**src/rtl/spi_wave_buffer_pkg.sv**
```systemverilog
// -----------------------------------------------------------------------------
// spi_wave_buffer_pkg
// Shared constants, frame-FSM state type and the status-word helper for the
// SPI-loaded double-buffered waveform table.
// -----------------------------------------------------------------------------
package spi_wave_buffer_pkg;

    localparam int          DW           = 14;     // sample width (DAC width)
    localparam int          AW           = 7;      // address width per bank
    localparam int          DEPTH        = 98;     // samples per table
    localparam logic [7:0]  HDR          = 8'hA5;  // required command header byte
    localparam logic [7:0]  STATUS_MAGIC = 8'h5A;  // marker in the status word
    localparam int          WORD_W       = 16;     // SPI word width
    localparam int          BIT_CW       = 4;      // bit counter width (0..15)

    typedef enum logic [1:0] {
        ST_IDLE,
        ST_HDR,
        ST_DATA,
        ST_DROP
    } frame_state_t;

    // Status returned on miso during the command word.
    function automatic logic [WORD_W-1:0] status_word(
        input logic last_ok,
        input logic pending,
        input logic bank
    );
        return {STATUS_MAGIC, 5'd0, last_ok, pending, bank};
    endfunction

endpackage

```
**src/rtl/spi_wave_buffer_rx.sv**
```systemverilog
// -----------------------------------------------------------------------------
// spi_slave_rx
// SPI mode-0 slave front end running entirely in the clk domain.
//   clk, rst_n        system clock, asynchronous active-low reset
//   spi_sclk/cs_n/mosi raw SPI pins (asynchronous to clk)
//   status            word to shift out on miso during the first word of a frame
//   spi_miso          serial status output, updated on sclk falling edges
//   word_valid        one-clk strobe, word_data holds a complete 16-bit word
//   cs_fall/cs_rise   one-clk frame start / frame end strobes
// -----------------------------------------------------------------------------
module spi_slave_rx
    import spi_wave_buffer_pkg::*;
(
    input  logic              clk,
    input  logic              rst_n,
    input  logic              spi_sclk,
    input  logic              spi_cs_n,
    input  logic              spi_mosi,
    input  logic [WORD_W-1:0] status,
    output logic              spi_miso,
    output logic              word_valid,
    output logic [WORD_W-1:0] word_data,
    output logic              cs_fall,
    output logic              cs_rise
);

    logic [1:0]        sclk_sync_reg;
    logic [1:0]        cs_sync_reg;
    logic [1:0]        mosi_sync_reg;
    logic              sclk_prev_reg;
    logic              cs_prev_reg;
    logic              in_frame_reg;
    logic [BIT_CW-1:0] bit_cnt_reg;
    logic [WORD_W-1:0] rx_shift_reg;
    logic [WORD_W-1:0] tx_shift_reg;
    logic              miso_reg;
    logic              word_valid_reg;
    logic [WORD_W-1:0] word_data_reg;

    logic sclk_rise;
    logic sclk_fall;

    assign sclk_rise = sclk_sync_reg[1] & ~sclk_prev_reg;
    assign sclk_fall = ~sclk_sync_reg[1] & sclk_prev_reg;

    // cs synchroniser resets to "selected" so that a cs_n already high at
    // reset release only produces a raw rising edge, which is discarded
    // because no frame is open. A frame therefore only ever begins on a
    // genuine high-to-low transition observed after reset.
    assign cs_fall = ~cs_sync_reg[1] & cs_prev_reg;
    assign cs_rise = cs_sync_reg[1] & ~cs_prev_reg & in_frame_reg;

    always_ff @(posedge clk or negedge rst_n) begin
        if (!rst_n) begin
            sclk_sync_reg <= 2'b00;
            cs_sync_reg   <= 2'b00;
            mosi_sync_reg <= 2'b00;
            sclk_prev_reg <= 1'b0;
            cs_prev_reg   <= 1'b0;
        end else begin
            sclk_sync_reg <= {sclk_sync_reg[0], spi_sclk};
            cs_sync_reg   <= {cs_sync_reg[0], spi_cs_n};
            mosi_sync_reg <= {mosi_sync_reg[0], spi_mosi};
            sclk_prev_reg <= sclk_sync_reg[1];
            cs_prev_reg   <= cs_sync_reg[1];
        end
    end

    always_ff @(posedge clk or negedge rst_n) begin
        if (!rst_n) begin
            in_frame_reg   <= 1'b0;
            bit_cnt_reg    <= '0;
            rx_shift_reg   <= '0;
            tx_shift_reg   <= '0;
            miso_reg       <= 1'b0;
            word_valid_reg <= 1'b0;
            word_data_reg  <= '0;
        end else begin
            word_valid_reg <= 1'b0;
            if (cs_fall) begin
                // First status bit must be on miso before the first sclk rise.
                in_frame_reg <= 1'b1;
                bit_cnt_reg  <= '0;
                miso_reg     <= status[WORD_W-1];
                tx_shift_reg <= {status[WORD_W-2:0], 1'b0};
            end else if (cs_rise) begin
                in_frame_reg <= 1'b0;
                bit_cnt_reg  <= '0;
                miso_reg     <= 1'b0;
                tx_shift_reg <= '0;
            end else if (in_frame_reg) begin
                if (sclk_rise) begin
                    rx_shift_reg <= {rx_shift_reg[WORD_W-2:0], mosi_sync_reg[1]};
                    bit_cnt_reg  <= bit_cnt_reg + BIT_CW'(1);
                    if (bit_cnt_reg == BIT_CW'(WORD_W - 1)) begin
                        word_valid_reg <= 1'b1;
                        word_data_reg  <= {rx_shift_reg[WORD_W-2:0], mosi_sync_reg[1]};
                    end
                end
                // Zeros shift in behind the status, so miso reads 0 after word0.
                if (sclk_fall) begin
                    miso_reg     <= tx_shift_reg[WORD_W-1];
                    tx_shift_reg <= {tx_shift_reg[WORD_W-2:0], 1'b0};
                end
            end
        end
    end

    assign spi_miso   = miso_reg;
    assign word_valid = word_valid_reg;
    assign word_data  = word_data_reg;

endmodule

```
**src/rtl/spi_wave_buffer.sv**
```systemverilog
// -----------------------------------------------------------------------------
// spi_wave_buffer
// Double-buffered waveform table loaded over SPI, read by the DAC stage.
//   clk, rst_n        system/DAC clock, asynchronous active-low reset
//   spi_sclk/cs_n/mosi SPI slave inputs (mode 0, MSB first)
//   spi_miso          status word during the command word, 0 afterwards
//   rd_addr, rd_data  DAC read port, one-cycle latency, 0 outside the table
//   swap_pending      a committed table waits for rd_addr==0 to go live
//   frame_err         one-clk pulse when a frame is rejected
// -----------------------------------------------------------------------------
module spi_wave_buffer
    import spi_wave_buffer_pkg::*;
(
    input  logic          clk,
    input  logic          rst_n,
    input  logic          spi_sclk,
    input  logic          spi_cs_n,
    input  logic          spi_mosi,
    output logic          spi_miso,
    input  logic [AW-1:0] rd_addr,
    output logic [DW-1:0] rd_data,
    output logic          swap_pending,
    output logic          frame_err
);

    localparam int          MEM_DEPTH = 2 ** (AW + 1);
    localparam logic [AW-1:0] LAST_CNT = AW'(DEPTH);

    frame_state_t  state_reg, state_next;
    logic [AW-1:0] wr_cnt_reg, wr_cnt_next;
    logic          swap_pending_reg;
    logic          active_bank_reg;
    logic          last_ok_reg;
    logic          frame_err_reg;
    logic [DW-1:0] rd_data_reg;

    logic              word_valid;
    logic [WORD_W-1:0] word_data;
    logic              cs_fall;
    logic              cs_rise;

    logic wr_en;
    logic commit;
    logic reject;
    logic swap_now;
    logic rd_bank;

    // Both banks live in one array; the bank bit is the address MSB.
    logic [DW-1:0] mem [MEM_DEPTH];

    spi_slave_rx u_rx (
        .clk        (clk),
        .rst_n      (rst_n),
        .spi_sclk   (spi_sclk),
        .spi_cs_n   (spi_cs_n),
        .spi_mosi   (spi_mosi),
        .status     (status_word(last_ok_reg, swap_pending_reg, active_bank_reg)),
        .spi_miso   (spi_miso),
        .word_valid (word_valid),
        .word_data  (word_data),
        .cs_fall    (cs_fall),
        .cs_rise    (cs_rise)
    );

    assign swap_now = swap_pending_reg && (rd_addr == '0);
    // The read issued in the swap cycle already sees the new table, so a
    // full period starting at address 0 is never torn.
    assign rd_bank  = active_bank_reg ^ swap_now;

    always_comb begin
        state_next  = state_reg;
        wr_cnt_next = wr_cnt_reg;
        wr_en       = 1'b0;
        commit      = 1'b0;
        reject      = 1'b0;
        case (state_reg)
            ST_IDLE: begin
                if (cs_fall) begin
                    wr_cnt_next = '0;
                    // A swap in this same cycle frees the shadow bank.
                    state_next  = (swap_pending_reg && !swap_now) ? ST_DROP : ST_HDR;
                end
            end
            ST_HDR: begin
                if (cs_rise) begin
                    reject     = 1'b1;
                    state_next = ST_IDLE;
                end else if (word_valid) begin
                    state_next = (word_data[15:8] == HDR) ? ST_DATA : ST_DROP;
                end
            end
            ST_DATA: begin
                if (cs_rise) begin
                    commit     = (wr_cnt_reg == LAST_CNT);
                    reject     = (wr_cnt_reg != LAST_CNT);
                    state_next = ST_IDLE;
                end else if (word_valid) begin
                    if (wr_cnt_reg == LAST_CNT) begin
                        state_next = ST_DROP;
                    end else begin
                        wr_en       = 1'b1;
                        wr_cnt_next = wr_cnt_reg + AW'(1);
                    end
                end
            end
            ST_DROP: begin
                if (cs_rise) begin
                    reject     = 1'b1;
                    state_next = ST_IDLE;
                end
            end
            default: state_next = ST_IDLE;
        endcase
    end

    always_ff @(posedge clk or negedge rst_n) begin
        if (!rst_n) begin
            state_reg        <= ST_IDLE;
            wr_cnt_reg       <= '0;
            swap_pending_reg <= 1'b0;
            active_bank_reg  <= 1'b0;
            last_ok_reg      <= 1'b0;
            frame_err_reg    <= 1'b0;
        end else begin
            state_reg     <= state_next;
            wr_cnt_reg    <= wr_cnt_next;
            frame_err_reg <= reject;
            if (swap_now) begin
                active_bank_reg  <= ~active_bank_reg;
                swap_pending_reg <= 1'b0;
            end else if (commit) begin
                swap_pending_reg <= 1'b1;
            end
            if (commit) begin
                last_ok_reg <= 1'b1;
            end else if (reject) begin
                last_ok_reg <= 1'b0;
            end
        end
    end

    // Shadow bank is always the inactive one; no swap can occur while a
    // frame is in DATA because a pending table blocks new frames.
    always_ff @(posedge clk) begin
        if (wr_en) begin
            mem[{~active_bank_reg, wr_cnt_reg}] <= word_data[DW-1:0];
        end
    end

    always_ff @(posedge clk or negedge rst_n) begin
        if (!rst_n) begin
            rd_data_reg <= '0;
        end else if (rd_addr < LAST_CNT) begin
            rd_data_reg <= mem[{rd_bank, rd_addr}];
        end else begin
            rd_data_reg <= '0;
        end
    end

    assign rd_data      = rd_data_reg;
    assign swap_pending = swap_pending_reg;
    assign frame_err    = frame_err_reg;

endmodule

```
**config.mk**
```make
export PLATFORM = sky130hd
export DESIGN_NAME = spi_wave_buffer
export DESIGN_NICKNAME = d
export VERILOG_FILES = /design/src/rtl/spi_wave_buffer_pkg.sv /design/src/rtl/spi_wave_buffer_rx.sv /design/src/rtl/spi_wave_buffer.sv
export SDC_FILE = /design/constraint.sdc
export NUM_CORES = 2
export LEC_CHECK = 0
export ABC_AREA = 1
export CAP_MARGIN = 20
export CORE_MARGIN = 2
export CORE_UTILIZATION = 40
export DETAILED_ROUTE_END_ITERATION = 8
export HOLD_SLACK_MARGIN = 0.02
export PLACE_DENSITY_LB_ADDON = 0.12
export SLEW_MARGIN = 20
export SYNTH_ARGS = -nofsm -noshare
export SYNTH_HDL_FRONTEND = slang
export SYNTH_SLANG_ARGS = --single-unit
```
**constraint.sdc**
```tcl
create_clock -name clk -period 5.99 [get_ports clk]
set_clock_uncertainty 0.2 [all_clocks]
set_input_delay 0.8985 -clock clk [delete_from_list [all_inputs] [get_ports clk]]
set_output_delay 0.8985 -clock clk [all_outputs]
set_load 0.02 [all_outputs]
```
* Word level (Yosys, flattened, before mapping)
Memory sizes are Yosys's and may differ from the RTL's.
Index checks and enable logic that the tools add are counted.
** Cells by class
- Eq/ne operators :: 15
- Muxes and demuxes :: 50
- Add/sub/neg operators :: 2
- Bitwise operators :: 13
- Magnitude comparators :: 1
- Reductions and logical operators :: 19
** Operator list (count)
- 16-bit 2-to-1 mux :: 4
- 7-bit 2-to-1 mux :: 4
- 1-bit 2-to-1 mux :: 26
- 2-bit 2-to-1 mux :: 8
- 4-bit 2-to-1 mux :: 4
- 5-bit AND reduction :: 3
- 14-bit 2-to-1 mux :: 1
- 7-bit case mux with 2 select lines :: 1
- 3-bit nonzero test :: 3
- 8-bit == test, second input constant :: 1
- 2-bit inequality test, second input constant :: 4
- 2-bit case mux with 4 select lines :: 1
- 2-bit nonzero test :: 4
- 7-bit by 1-bit adder with 7-bit output, second input constant :: 1
- 7-bit == test, second input constant :: 1
- 7-bit zero test :: 1
- 7-bit less-than comparator, second input constant :: 1
- 7-bit inequality test, second input constant :: 1
- 1-bit inverter :: 7
- 3-bit by 2-bit inequality test with 1-bit output, second input constant :: 2
- 1-bit AND :: 5
- 4-bit by 1-bit adder with 4-bit output, second input constant :: 1
- 2-bit == test, second input constant :: 2
- 4-bit == test, second input constant :: 1
- 11 further kinds :: 13
** Word-level totals
- Memories kept :: 1
- Memory bits (writable) :: 3584
- Register bits after elaboration :: 89
- Output and inout port bits :: 17
- Bits of input ports :: 12
- Logic and storage cells :: 120
** Memory list
- mem :: words 256, width 14, rd ports 1, clocked after Yosys merged registers in 0, wr ports 1, RTL line spi_wave_buffer.sv:49 : logic [DW-1:0] mem [MEM_DEPTH];

* Depth between registers and ports, before layout
- Word-level depth :: 7
- Depth in mapped cells :: 21
- Depth with buffers taken out :: 17

* Modules after synthesis
A second synthesis with hierarchy kept.
** Unflattened totals
- Cell total of the unflattened synthesis :: 12671
- Area total of the unflattened synthesis :: 148627.5 um2
** Modules (own cells, without submodules)
- spi_wave_buffer :: area an instance 146031.3 um2, seq. area each 108298.9 um2, cells an instance 12368, instances 1
- spi_slave_rx :: area an instance 2596.2 um2, seq. area each 1526.5 um2, cells an instance 303, instances 1

* Least setup slack after synthesis
No wires, ideal clock.
- Path type :: reg-to-reg
- From :: reg u_rx.word_data_reg[10] (netlist: u_rx.word_data[10])
- To :: reg state_reg[0]
- Buffers on the path :: 0
- Library setup time :: 0.154 ns
- Arrival time :: 3.893 ns
- Cell stages (with the launch flop) :: 4
- Required time :: 5.636 ns
- Period minus slack after synthesis :: 4.247 ns
- Path slack :: 1.743 ns
- Cells stage by stage :: dfrtp_1 nand2_1 o41ai_1 a41oi_1
** On the way
- Longest elaborated chain between the ends :: 5
** Ends and longest elaborated chain
- from (decl) :: RTL line spi_wave_buffer_rx.sv:38 : logic [WORD_W-1:0] word_data_reg;
- from (signal assigned) :: RTL line spi_wave_buffer_rx.sv:97 : word_data_reg <= {rx_shift_reg[WORD_W-2:0], mosi_sync_reg[1]};
- 8-bit == test :: RTL line spi_wave_buffer.sv:89 : state_next = (word_data[15:8] == HDR) ? ST_DATA : ST_DROP;
- 1-bit 2-to-1 mux :: RTL line spi_wave_buffer.sv:89
- 2-bit 2-to-1 mux :: RTL line spi_wave_buffer.sv:88 : end else if (word_valid) begin
- 2-bit 2-to-1 mux :: RTL line spi_wave_buffer.sv:85 : if (cs_rise) begin
- 2-bit case mux with 4 select lines :: RTL line spi_wave_buffer.sv:76 : case (state_reg)
- to (signal assigned) :: RTL line spi_wave_buffer.sv:125 : state_reg <= state_next;
- to (decl) :: RTL line spi_wave_buffer.sv:29 : frame_state_t state_reg, state_next;
Every way passes these cells. The select of a mux whose other input is x is not followed.
A chain may end at the register's enable or synchronous reset.

* Final worst setup path
- From :: reg u_rx.cs_sync_reg[1]
- To :: mem mem[67][7], enable pin
** On the way
- Longest elaborated chain between the ends :: 6
** Ends and longest elaborated chain
- from (decl) :: RTL line spi_wave_buffer_rx.sv:28 : logic [1:0] cs_sync_reg;
- from (signal assigned) :: RTL line spi_wave_buffer_rx.sv:62 : cs_sync_reg <= {cs_sync_reg[0], spi_cs_n};
- 1-bit AND (2 in a row) :: RTL line spi_wave_buffer_rx.sv:51 : assign cs_rise = cs_sync_reg[1] & ~cs_prev_reg & in_frame_reg;
- 1-bit 2-to-1 mux :: RTL line spi_wave_buffer.sv:93 : if (cs_rise) begin
- 1-bit 2-to-1 mux :: RTL line spi_wave_buffer.sv:76
- 1-bit 2-to-1 mux :: RTL line spi_wave_buffer.sv:145 : if (wr_en) begin
- 1-bit 2-to-1 mux (not written as such) :: RTL line spi_wave_buffer.sv:146 : mem[{~active_bank_reg, wr_cnt_reg}] <= word_data[DW-1:0];
- to (decl) :: RTL line spi_wave_buffer.sv:49
Every way passes these cells.

==> metrics.cfg <==
[cells_and_area]
instances_no_fill = 18414
nets = 13135
drive_gt1_share_pct = 8.46
fin_util_pct = 45.5
largest_reg_flops = 3584
area_growth_pct = 13.4
multi_input_area_um2 = 34900
fill_cells = 34223
seqCellArea_um2 = 110000

[pwr]
power.density_nw_per_um2 = 318
p_leak_nw = 64.4
ir_worst_vdd_mv = 0.327

[global_route]
grt_pass1_vias = 95062
met1_usage_pct = 34.9
antenna_found_initial = 18
grt_pass1_wl_mm = 689
grt.total_usage_pct = 24.8
grtUsageMet3_pct = 2.82
gr-total-overflow = 0
busiest_layer = met2
grt_max_degree = 154
grt_use_met2_pct = 39.8

[drt]
drtIter0Drc = 11054
drc_errors = 0
vias = 99558
wirelength_mm = 480
dr.pass1.iters = 7
via_per_inst = 5.41
wl_per_cell_um = 26.1
ant_nets = 0

[timing]
drv_slew = 0
timing.fmax_ghz = 0.231
post-route-min-period_ps = 4320
worst_hold_slack_ps = 148
rsz0062_at_grt = false
finalSetupTns_ps = 0
finalSetupViolCount = 0
worstMarginPinSlew_ps = 1150
max-slew-margin-rel_pct = 23.6
period_share_pct = 72.2
timing.final.hold_violations = 0

[cts]
worstSkewPairLatency_ps = 1000
cts_resized = 0
post_cts_buffers = 0
cts_made_buffers = 396
cts.sinks = 3672
cts_root_buf = clkbuf_16
clkTransAtPathRegs_ps = 60
cts_tree = yes
cts_buffer_depth = 4
h-tree-depth = 5

[placed_design]
dp_hpwl_mm = 272
io_buffers = 28
dp.cells = 17690
gp_congestion = 0.881

[yosys]
synth-seq-area-share_pct = 73.5
avgSynthCellArea_um2 = 11.5
synth_compound_area_share_pct = 4.06
synth_edf_count = 3584
muxShareOfSynthArea_pct = 0
synth_cells = 12977
ys_ff_latch = 3672
synth_top_family_by_area = simple AND/OR/NAND/NOR gates
ys_types = 43
synth_area_um2 = 150000
synth-xor-area-share_pct = 0.0234
synth_fa_ha_area_share_pct = 0.0418
synth_ff_type = edfxtp_1
synthArstFlopShare_pct = 2.40
synthSimpleGateAreaFrac_pct = 19.0
yosys_warnings = 0

[floorplan]
dieArea_um2 = 379000
die_w_um = 615
die_h_um = 615
num_rows = 224
io_pins = 29
initial_core_util_pct = 40.2
core-area_um2 = 372000

[setup_path]
cpPeakStageDelay_ps = 680
start_kind = flop
crit_family = simple AND/OR/NAND/NOR gates
crit_path_max_fanout = 16
path_class = reg -> reg
path_cells = nand3_2, inv_2, nor2_2, inv_2, nor2_2, inv_2, nor2_4, inv_2, nor2_1, nand2_1, nor2_1, buf_4
critical_path_arrival_ps = 4810
worstPathRequired_ps = 6470
cp-end-kind = flop
slowest_stage = nor2_1
path_buf_inv = 5
cp_common_cell = inv_2

[run_status]
status = completed

[job]
drv_cap = 0

[hold_path]
hp-class = reg -> reg

==> where the power goes <==
part	internal, W	total [W]	switching, W
Sequential	0.0278	0.0279	0.0000632
Clock	0.0131	0.0233	0.0102
Combinational	0.000700	0.00276	0.00206
Total	0.0416	0.0540	0.0123
==> metrics by stage <==
step	total power, W	setup slack, ps	instance area (um^2)
final	0.0540	1670	170000
after global routing	0.0555	1510	169000
after CTS	0.0544	1740	169000
after detailed placement	0.0312	1330	157000
after global placement	0.0312	948	157000
after floorplan	0.0300	1740	150000
==> area by class of cell <==
type | count | share of cell area, %
Sequential cell | 3672 | 64.8
Tap cell | 4972 | 3.67
Timing Repair Buffer | 503 | 2.85
Clock inverter | 230 | 1.07
Multi-Input combinational cell | 8165 | 20.6
Clock buffer | 486 | 6.11
Antenna cell | 6 | 0.00886
Inverter | 380 | 0.863
==> routing by layer <==
layer  up-vias  part of all wire, %
met5         -               0.0027
met4         2                  3.8
met3       747                  6.6
met2      3641                   47
met1     50087                   43
li1      45081                    -
==> cell families after synthesis <==
group / Yosys count
AO/OA/AOI/OAI: 1136
XOR/XNOR: 4
adder cells (fa/ha/maj): 5
buffers and inverters: 1167
flip-flops: 3672
other: 1
AND/OR/NAND/NOR: 6992
==> cells in the final DEF (no fill, tap or decap), types with 75 or more instances in the layout <==
master	n
nand2_1	3410
clkinv_1	105
a21oi_1	139
o21ai_0	837
buf_4	399
clkinv_2	77
nand3_1	1538
inv_1	361
clkbuf_16	401
clkbuf_1	85
nor2_1	1908
o211ai_1	121
edfxtp_1	3584
buf_12	75
==> final timing paths <==
path,start,end,slack (ps),depth (start not counted)
min,u_rx.sclk_sync_reg[0],u_rx.sclk_sync_reg[1],150,0
max reg2reg,u_rx.cs_sync_reg[1],mem[67][7],1670,12
min in group asynchronous,rst_n,frame_err,220,2
max in group asynchronous,rst_n,u_rx.word_data[0],4090,3
max,u_rx.cs_sync_reg[1],mem[67][7],1670,12
min reg2reg,u_rx.sclk_sync_reg[0],u_rx.sclk_sync_reg[1],150,0
==> cells in the mapped netlist (all sizes together), types with 14 or more instances <==
master	instances	area (um^2)
nand3	1549	7770
o21ai	844	4220
inv	377	1420
nor3	17	106
o211ai	121	908
nand2	3424	12900
edfxtp	3584	108000
nand4	14	87.6
or2	36	225
dfrtp	88	2200
nor2	1937	7310
a21boi	15	113
a21oi	139	696
buf	501	2550
clkbuf	286	1070
==> worst register-to-register path: stages (launching register included) <==
cell and delay, ps:
dfrtp_1 400, nand3_2 260, inv_2 190, nor2_2 160, inv_2 60, nor2_2 140
inv_2 60, nor2_4 220, inv_2 120, nor2_1 600, nand2_1 660, nor2_1 690
buf_4 300
==> timing repair <==
item,in CTS,in global routing
hold buffers,1,0
endpoints found under the hold margin,27,0
setup endpoints to repair,0,0
Note: power is estimated with default switching activity, not from simulation.
